[src/rtl/multicycle_ctrl_pkg.sv]
// ----------------------------------------------------------------------------
// multicycle_ctrl_pkg
//
// Shared definitions for the multicycle control unit:
//   - RISC-V base opcodes recognised by the decoder
//   - the controller state encoding (visible on the 'state' output)
//   - ALU operation codes driven on 'aluop'
//   - an internal opcode classification and the Moore control bundle,
//     plus helpers that classify an opcode and decode per-state controls
//
// Optional feature macro used by the design: PERF_CNT_EN (performance counters)
// ----------------------------------------------------------------------------
package multicycle_ctrl_pkg;

    // Opcodes accepted by the decoder; anything else is flagged illegal
    localparam logic [6:0] OPC_R_TYPE = 7'b0110011;
    localparam logic [6:0] OPC_I_ALU  = 7'b0010011;
    localparam logic [6:0] OPC_LOAD   = 7'b0000011;
    localparam logic [6:0] OPC_STORE  = 7'b0100011;
    localparam logic [6:0] OPC_BRANCH = 7'b1100011;

    // ALU operation codes
    localparam logic [1:0] ALUOP_ADD    = 2'b00;
    localparam logic [1:0] ALUOP_BRANCH = 2'b01;
    localparam logic [1:0] ALUOP_FUNCT  = 2'b10;

    // Width of the performance counters
    localparam int CNT_W = 64;

    // Controller states; the numeric values are visible to software/debug
    typedef enum logic [2:0] {
        ST_FETCH   = 3'd0,
        ST_DECODE  = 3'd1,
        ST_EXECUTE = 3'd2,
        ST_MEM     = 3'd3,
        ST_WB      = 3'd4,
        ST_HALT    = 3'd5
    } state_t;

    // Instruction class derived from the opcode and held for the rest of
    // the instruction once DECODE is done
    typedef enum logic [2:0] {
        CLS_R_TYPE  = 3'd0,
        CLS_I_ALU   = 3'd1,
        CLS_LOAD    = 3'd2,
        CLS_STORE   = 3'd3,
        CLS_BRANCH  = 3'd4,
        CLS_ILLEGAL = 3'd5
    } op_class_t;

    // Controls that depend only on state and instruction class
    typedef struct packed {
        logic       regwrite;
        logic       memtoreg;
        logic       alusrc;
        logic [1:0] aluop;
    } moore_ctrl_t;

    // Map a raw 7-bit opcode onto an instruction class
    function automatic op_class_t classify_opcode(input logic [6:0] opcode);
        op_class_t cls;
        case (opcode)
            OPC_R_TYPE: cls = CLS_R_TYPE;
            OPC_I_ALU:  cls = CLS_I_ALU;
            OPC_LOAD:   cls = CLS_LOAD;
            OPC_STORE:  cls = CLS_STORE;
            OPC_BRANCH: cls = CLS_BRANCH;
            default:    cls = CLS_ILLEGAL;
        endcase
        return cls;
    endfunction

    // Moore control decode for the state about to be entered.  ALU controls
    // are only meaningful once the instruction is past DECODE, so FETCH,
    // DECODE and HALT all leave them at zero.
    function automatic moore_ctrl_t decode_moore(input state_t st, input op_class_t cls);
        moore_ctrl_t m;
        logic        active;
        m      = '0;
        active = (st == ST_EXECUTE) || (st == ST_MEM) || (st == ST_WB);
        if (active) begin
            case (cls)
                CLS_LOAD, CLS_STORE: m.aluop = ALUOP_ADD;
                CLS_BRANCH:          m.aluop = ALUOP_BRANCH;
                default:             m.aluop = ALUOP_FUNCT;
            endcase
            m.alusrc = (cls == CLS_I_ALU) || (cls == CLS_LOAD) || (cls == CLS_STORE);
        end
        m.regwrite = (st == ST_WB);
        m.memtoreg = (st == ST_WB) && (cls == CLS_LOAD);
        return m;
    endfunction

endpackage

[src/rtl/mc_perf_counter.sv]
// ----------------------------------------------------------------------------
// mc_perf_counter
//
// Performance counters for the multicycle controller.  Only compiled when
// PERF_CNT_EN is defined, so a default build carries no counter flops.
//
// Ports:
//   clk          - clock, counters update on the rising edge
//   reset        - asynchronous active-high reset, clears both counters
//   instr_done   - one-cycle pulse marking instruction retirement
//   cycle_count  - cycles since reset, saturating at all-ones
//   instret      - number of retired instructions
// ----------------------------------------------------------------------------
`ifdef PERF_CNT_EN
module mc_perf_counter
    import multicycle_ctrl_pkg::*;
(
    input  logic             clk,
    input  logic             reset,
    input  logic             instr_done,
    output logic [CNT_W-1:0] cycle_count,
    output logic [CNT_W-1:0] instret
);

    // Cycle counter: sticks at all-ones rather than wrapping so a very long
    // run never reads back as a short one
    always_ff @(posedge clk or posedge reset) begin
        if (reset) begin
            cycle_count <= '0;
        end else if (cycle_count != '1) begin
            cycle_count <= cycle_count + 1'b1;
        end
    end

    // Retired-instruction counter, one step per instr_done pulse
    always_ff @(posedge clk or posedge reset) begin
        if (reset) begin
            instret <= '0;
        end else if (instr_done) begin
            instret <= instret + 1'b1;
        end
    end

endmodule
`endif

[src/rtl/multicycle_ctrl.sv]
// ----------------------------------------------------------------------------
// multicycle_ctrl
//
// Control unit for a multicycle RISC-V datapath.  Sequences each instruction
// through FETCH, DECODE, EXECUTE, MEM and WB, waits on instruction/data
// memory handshakes, flags illegal opcodes, and halts if a memory never
// answers.
//
// Parameters:
//   MAX_WAIT      - consecutive not-ready cycles in FETCH or MEM before HALT
//
// Ports:
//   clk, reset    - rising-edge clock, asynchronous active-high reset
//   instruction   - instruction-register contents, opcode in bits [6:0]
//   branch_finale - branch outcome (1 = taken)
//   imem_ready    - instruction fetch completes this cycle
//   dmem_ready    - data access completes this cycle
//   pc_write      - PC update strobe; pc_src picks branch target (1) or PC+4
//   ir_write      - instruction-register load strobe
//   memread, memwrite, memtoreg, alusrc, regwrite, aluop - datapath controls
//   state         - current controller state
//   instr_done    - pulse in the last cycle of every instruction
//   illegal_op    - sticky: an unknown opcode was decoded
//   timeout_err   - sticky: a memory wait exceeded MAX_WAIT
//   cycle_count, instret - performance counters (zero unless enabled)
//
// Configuration macro: PERF_CNT_EN enables the performance counters.
// ----------------------------------------------------------------------------
module multicycle_ctrl
    import multicycle_ctrl_pkg::*;
#(
    parameter int MAX_WAIT = 15
)
(
    input  logic        clk,
    input  logic        reset,
    input  logic [31:0] instruction,
    input  logic        branch_finale,
    input  logic        imem_ready,
    input  logic        dmem_ready,
    output logic        pc_write,
    output logic        ir_write,
    output logic        pc_src,
    output logic        memread,
    output logic        memwrite,
    output logic        memtoreg,
    output logic        alusrc,
    output logic        regwrite,
    output logic [1:0]  aluop,
    output logic [2:0]  state,
    output logic        instr_done,
    output logic        illegal_op,
    output logic        timeout_err,
    output logic [63:0] cycle_count,
    output logic [63:0] instret
);

    localparam int                WAIT_W    = $clog2(MAX_WAIT + 1);
    localparam logic [WAIT_W-1:0] WAIT_LAST = WAIT_W'(MAX_WAIT - 1);

    state_t            cur_state;
    state_t            nxt_state;
    op_class_t         op_class;
    op_class_t         nxt_class;
    op_class_t         dec_class;
    logic [WAIT_W-1:0] wait_cnt;
    logic              stall;
    moore_ctrl_t       moore_q;
    logic              unused_instr_bits;

    // Only the opcode field matters to the controller
    assign dec_class         = classify_opcode(instruction[6:0]);
    assign unused_instr_bits = ^instruction[31:7];

    // Next-state logic.  Ready inputs are looked at only in the two waiting
    // states; a wait that reaches its limit diverts to HALT instead of
    // spinning forever.  The instruction class is captured on the way out
    // of DECODE so later states don't depend on the IR staying stable.
    always_comb begin
        nxt_state = cur_state;
        nxt_class = op_class;
        stall     = 1'b0;
        case (cur_state)
            ST_FETCH: begin
                if (imem_ready) begin
                    nxt_state = ST_DECODE;
                end else begin
                    stall = 1'b1;
                    if (wait_cnt == WAIT_LAST) begin
                        nxt_state = ST_HALT;
                    end
                end
            end
            ST_DECODE: begin
                nxt_class = dec_class;
                nxt_state = (dec_class == CLS_ILLEGAL) ? ST_FETCH : ST_EXECUTE;
            end
            ST_EXECUTE: begin
                case (op_class)
                    CLS_LOAD, CLS_STORE: nxt_state = ST_MEM;
                    CLS_BRANCH:          nxt_state = ST_FETCH;
                    default:             nxt_state = ST_WB;
                endcase
            end
            ST_MEM: begin
                if (dmem_ready) begin
                    nxt_state = (op_class == CLS_STORE) ? ST_FETCH : ST_WB;
                end else begin
                    stall = 1'b1;
                    if (wait_cnt == WAIT_LAST) begin
                        nxt_state = ST_HALT;
                    end
                end
            end
            ST_WB:   nxt_state = ST_FETCH;
            ST_HALT: nxt_state = ST_HALT;
            default: nxt_state = ST_FETCH;
        endcase
    end

    // State register plus the registered Moore controls and sticky error
    // flags.  The wait counter only keeps counting while we stay in the same
    // waiting state, so it starts from zero on every FETCH/MEM entry.
    always_ff @(posedge clk or posedge reset) begin
        if (reset) begin
            cur_state   <= ST_FETCH;
            op_class    <= CLS_R_TYPE;
            wait_cnt    <= '0;
            moore_q     <= '0;
            illegal_op  <= 1'b0;
            timeout_err <= 1'b0;
        end else begin
            cur_state <= nxt_state;
            op_class  <= nxt_class;
            moore_q   <= decode_moore(nxt_state, nxt_class);
            if (stall && (nxt_state == cur_state)) begin
                wait_cnt <= wait_cnt + 1'b1;
            end else begin
                wait_cnt <= '0;
            end
            if ((cur_state == ST_DECODE) && (dec_class == CLS_ILLEGAL)) begin
                illegal_op <= 1'b1;
            end
            if (nxt_state == ST_HALT) begin
                timeout_err <= 1'b1;
            end
        end
    end

    // Handshake-dependent strobes.  These must react to the ready inputs in
    // the same cycle (IR load, store completion), so they are decoded from
    // the current state rather than registered.  Gating with reset makes the
    // memory strobes drop the moment reset rises, even between clock edges.
    always_comb begin
        memread    = 1'b0;
        memwrite   = 1'b0;
        ir_write   = 1'b0;
        pc_write   = 1'b0;
        pc_src     = 1'b0;
        instr_done = 1'b0;
        if (!reset) begin
            case (cur_state)
                ST_FETCH: begin
                    memread  = 1'b1;
                    ir_write = imem_ready;
                end
                ST_DECODE: begin
                    if (dec_class == CLS_ILLEGAL) begin
                        pc_write   = 1'b1;
                        instr_done = 1'b1;
                    end
                end
                ST_EXECUTE: begin
                    if (op_class == CLS_BRANCH) begin
                        pc_write   = 1'b1;
                        pc_src     = branch_finale;
                        instr_done = 1'b1;
                    end
                end
                ST_MEM: begin
                    if (op_class == CLS_STORE) begin
                        memwrite   = 1'b1;
                        pc_write   = dmem_ready;
                        instr_done = dmem_ready;
                    end else begin
                        memread = 1'b1;
                    end
                end
                ST_WB: begin
                    pc_write   = 1'b1;
                    instr_done = 1'b1;
                end
                default: begin
                end
            endcase
        end
    end

    assign regwrite = moore_q.regwrite;
    assign memtoreg = moore_q.memtoreg;
    assign alusrc   = moore_q.alusrc;
    assign aluop    = moore_q.aluop;
    assign state    = cur_state;

`ifdef PERF_CNT_EN
    mc_perf_counter u_perf_counter (
        .clk         (clk),
        .reset       (reset),
        .instr_done  (instr_done),
        .cycle_count (cycle_count),
        .instret     (instret)
    );
`else
    assign cycle_count = '0;
    assign instret     = '0;
`endif

endmodule

[config.mk]
export PLATFORM = sky130hd
export DESIGN_NAME = multicycle_ctrl
export DESIGN_NICKNAME = d
export VERILOG_FILES = /design/src/rtl/multicycle_ctrl_pkg.sv /design/src/rtl/mc_perf_counter.sv /design/src/rtl/multicycle_ctrl.sv
export SDC_FILE = /design/constraint.sdc
export NUM_CORES = 1
export LEC_CHECK = 0
export CAP_MARGIN = 20
export CORE_ASPECT_RATIO = 1.5
export CORE_MARGIN = 2
export CORE_UTILIZATION = 31
export CTS_CLUSTER_DIAMETER = 200
export DETAILED_ROUTE_END_ITERATION = 10
export PLACE_DENSITY = 0.81
export SLEW_MARGIN = 5
export SYNTH_ARGS = -nofsm -noshare
export SYNTH_HDL_FRONTEND = slang
export SYNTH_SLANG_ARGS = --single-unit
[constraint.sdc]
create_clock -name clk -period 2.3 [get_ports clk]
set_clock_uncertainty 0.1 [all_clocks]
set_input_delay 0.575 -clock clk [delete_from_list [all_inputs] [get_ports clk]]
set_output_delay 0.575 -clock clk [all_outputs]
set_load 0.01 [all_outputs]
==> results.json <==
{
  "outcome": "complete, no violations",
  "dieArea_mm2": 0.00701,
  "hold_slack_ps": 359,
  "final_layout_size_suffix_gt1_share_pct": 18.4,
  "max-vdd-ir-drop_v": 0.000116,
  "overflow": 0,
  "avgSynthCellArea_um2": 8.51,
  "grt_max_degree": 18,
  "netlist_area_mm2": 0.00197,
  "die_w_um": 69.0,
  "crit_type": "input pin to primary output",
  "grt_pass1_wl_mm": 4.60,
  "ys_warn_count": 0,
  "cts.sinks": 17,
  "place_hpwl_mm": 2.67,
  "regToRegSetupSlack_ps": 180,
  "critPathCapture": "instr_done",
  "power_uw": 660,
  "crit_chain": "clkdlybuf4s15_1 -> nand4bb_4 -> a21oi_4 -> nor3b_2 -> o21ai_1 -> a21oi_2 -> buf_2",
  "ys.flop_type": "dfrtp_1",
  "grt_pass1_vias": 1036,
  "synth_top_area_share_pct": 49.2,
  "hold_buffers": 0,
  "synth_edf_count": 0,
  "slew_headroom_pct": 59.8,
  "dpl_cell_area_mm2": 0.00197,
  "post-route-period-util_pct": 97.7,
  "finalWeightedCongestion": 0.838,
  "synth.most_common_cell": "buf_4",
  "n_fill_cell": 642,
  "vias_per_cell": 3.63,
  "ios": 181,
  "p_per_area_mw_per_mm2": 314,
  "antenna_cells": 0,
  "drt-pass1-iter-count": 4,
  "end_kind": "primary output",
  "max_stage_delay_ps": 200,
  "clk_pin_slew_worst_paths_ps": 60,
  "grt_usage_pct": 8.19,
  "yosysUniqueCellTypes": 44,
  "rows": 35,
  "slowest_stage": "nand4bb_4",
  "vias": 1292,
  "path_delay_family": "compound AO/OA/AOI/OAI gates",
  "fin_tns_setup_ps": 0,
  "synth_common_cells": "129 x buf_4, 17 x dfrtp_1, 11 x nor2_1",
  "syn2layout_area_growth_pct": 6.74,
  "startpoint": "instruction[2]",
  "dieHeight_um": 102,
  "netlist_instances": 231,
  "path_depth": 7,
  "clock_path_buffers": 2,
  "remaining_drc_errors": 0,
  "drt_wl_total_mm": 3.17,
  "ys_top_cells_by_area": "buf_4 49%, dfrtp_1 22%, nor2_1 2.1%",
  "start_util_pct": 32.1,
  "root_buffer": "clkbuf_8",
  "maxSlewViolCount": 0,
  "final-hold-violation-count": 0,
  "arrival_ps": 1570,
  "yosysTopAreaCell": "buf_4",
  "final_antenna_net_count": 0,
  "leakagePower_uw": 0.00114,
  "cts_tree": "built",
  "drt-initial-drc-count": 32,
  "crit_path_start_kind": "input pin",
  "required_ps": 1620,
  "hold_path.class": "flip-flop to flip-flop",
  "rr_worst_depth": 6,
  "reg2reg_from": "state[1]",
  "ctsHtreeMaxLevel": 1,
  "worst_slew_pin_slew_ps": 602,
  "ys_seq_area_share_pct": 21.6,
  "ys_ff_latch": 17,
  "final_area_mm2": 0.00210,
  "async_flop_share_pct": 100,
  "holdPathStages": 1,
  "antenna_found_initial": 0,
  "max-cap-violations": 0,
  "critPathBufInv": 2,
  "core-area_mm2": 0.00613,
  "r2r-end": "aluop[1]",
  "clk_latency_ps": 250,
  "numCtsBuffers": 3,
  "setup_viol": 0,
  "port_buffers": 27,
  "wl_per_cell_um": 8.90,
  "nets": 322,
  "post-route-min-period_ps": 2250,
  "crit_fanout": 2,
  "fmax_ghz": 0.445
}
==> per-stage QoR <==
step / std cells / util [%] / worst slack (ps)
after floorplan: 358 / - / 139
after global placement: 347 / 32.1 / -691
after detailed placement: 347 / 32.1 / -725
after CTS: 356 / 33.3 / -165
after global routing: 356 / 34.2 / -16.6
final: 356 / 34.2 / 53.4
==> where the power goes <==
part	switching, uW	internal (uW)
Sequential	0.332	300
Combinational	117	29.0
Clock	90.9	123
Total	209	452
==> layout by cell type (no fill, tap or decap), types with 4 or more instances in the layout <==
master and n:
nor2b_1 5, clkdlybuf4s50_1 12, nand3_1 7, dlymetal6s2s_1 4, nand2_1 5, buf_4 25, inv_1 6, nor2_1 10
conb_1 128, dfrtp_1 16
==> routing by layer <==
| layer | GRT usage [%] | wire length, um |
|---|---|---|
| met3 | 1.39 | 424 |
| met1 | 7.40 | 1020 |
| met2 | 17.0 | 1670 |
| met4 | 4.22 | 55 |
| met5 | 0 | 0 |
==> how the worst min path moves through the flow <==
stage / slack, ps / endpoint / start
2_1_floorplan: 350 / wait_cnt[0] / wait_cnt[0]
3_3_place_gp: 340 / timeout_err / timeout_err
3_5_place_dp: 350 / timeout_err / timeout_err
4_1_cts: 370 / timeout_err / timeout_err
5_1_grt: 390 / timeout_err / timeout_err
6_report: 360 / timeout_err / timeout_err
==> state kept, by name (all words and copies together), names as in the netlist <==
register,flops
regwrite,1
illegal_op,1
aluop,2
memtoreg,1
wait_cnt,4
timeout_err,1
alusrc,1
op_class,3
state,3
==> layout make-up <==
| cell class | count | area (um2) | area share, % |
|---|---|---|---|
| clock buffers | 4 | 45.0 | 2.15 |
| inverters | 6 | 22.5 | 1.07 |
| multi-input cells | 203 | 1070 | 51.0 |
| flip-flops and latches | 17 | 427 | 20.3 |
| well taps | 74 | 92.6 | 4.41 |
| repair buffers | 52 | 442 | 21.0 |
==> logic make-up (layout without fill, tap and decap cells) <==
group | after synthesis | count (layout) | share of synthesized area [%]
flip-flops | 17 | 17 | 21.6
adder cells (fa/ha/maj) | 2 | 2 | 1.27
multiplexers | 1 | 1 | 0.509
AO/OA/AOI/OAI | 22 | 22 | 9.29
XOR/XNOR | 3 | 3 | 1.34
other | 1 | 128 | 0.191
AND/OR/NAND/NOR | 47 | 47 | 14.4
buffers and inverters | 138 | 62 | 51.4
==> what timing repair did <==
item | in CTS | in global routing
gates resized for setup | 27 | 18
pin swaps | 5 | 5
buffers inserted | 5 | 0
setup endpoints to repair | 6 | 6
No activity file was read; power rests on OpenSTA's default activity.
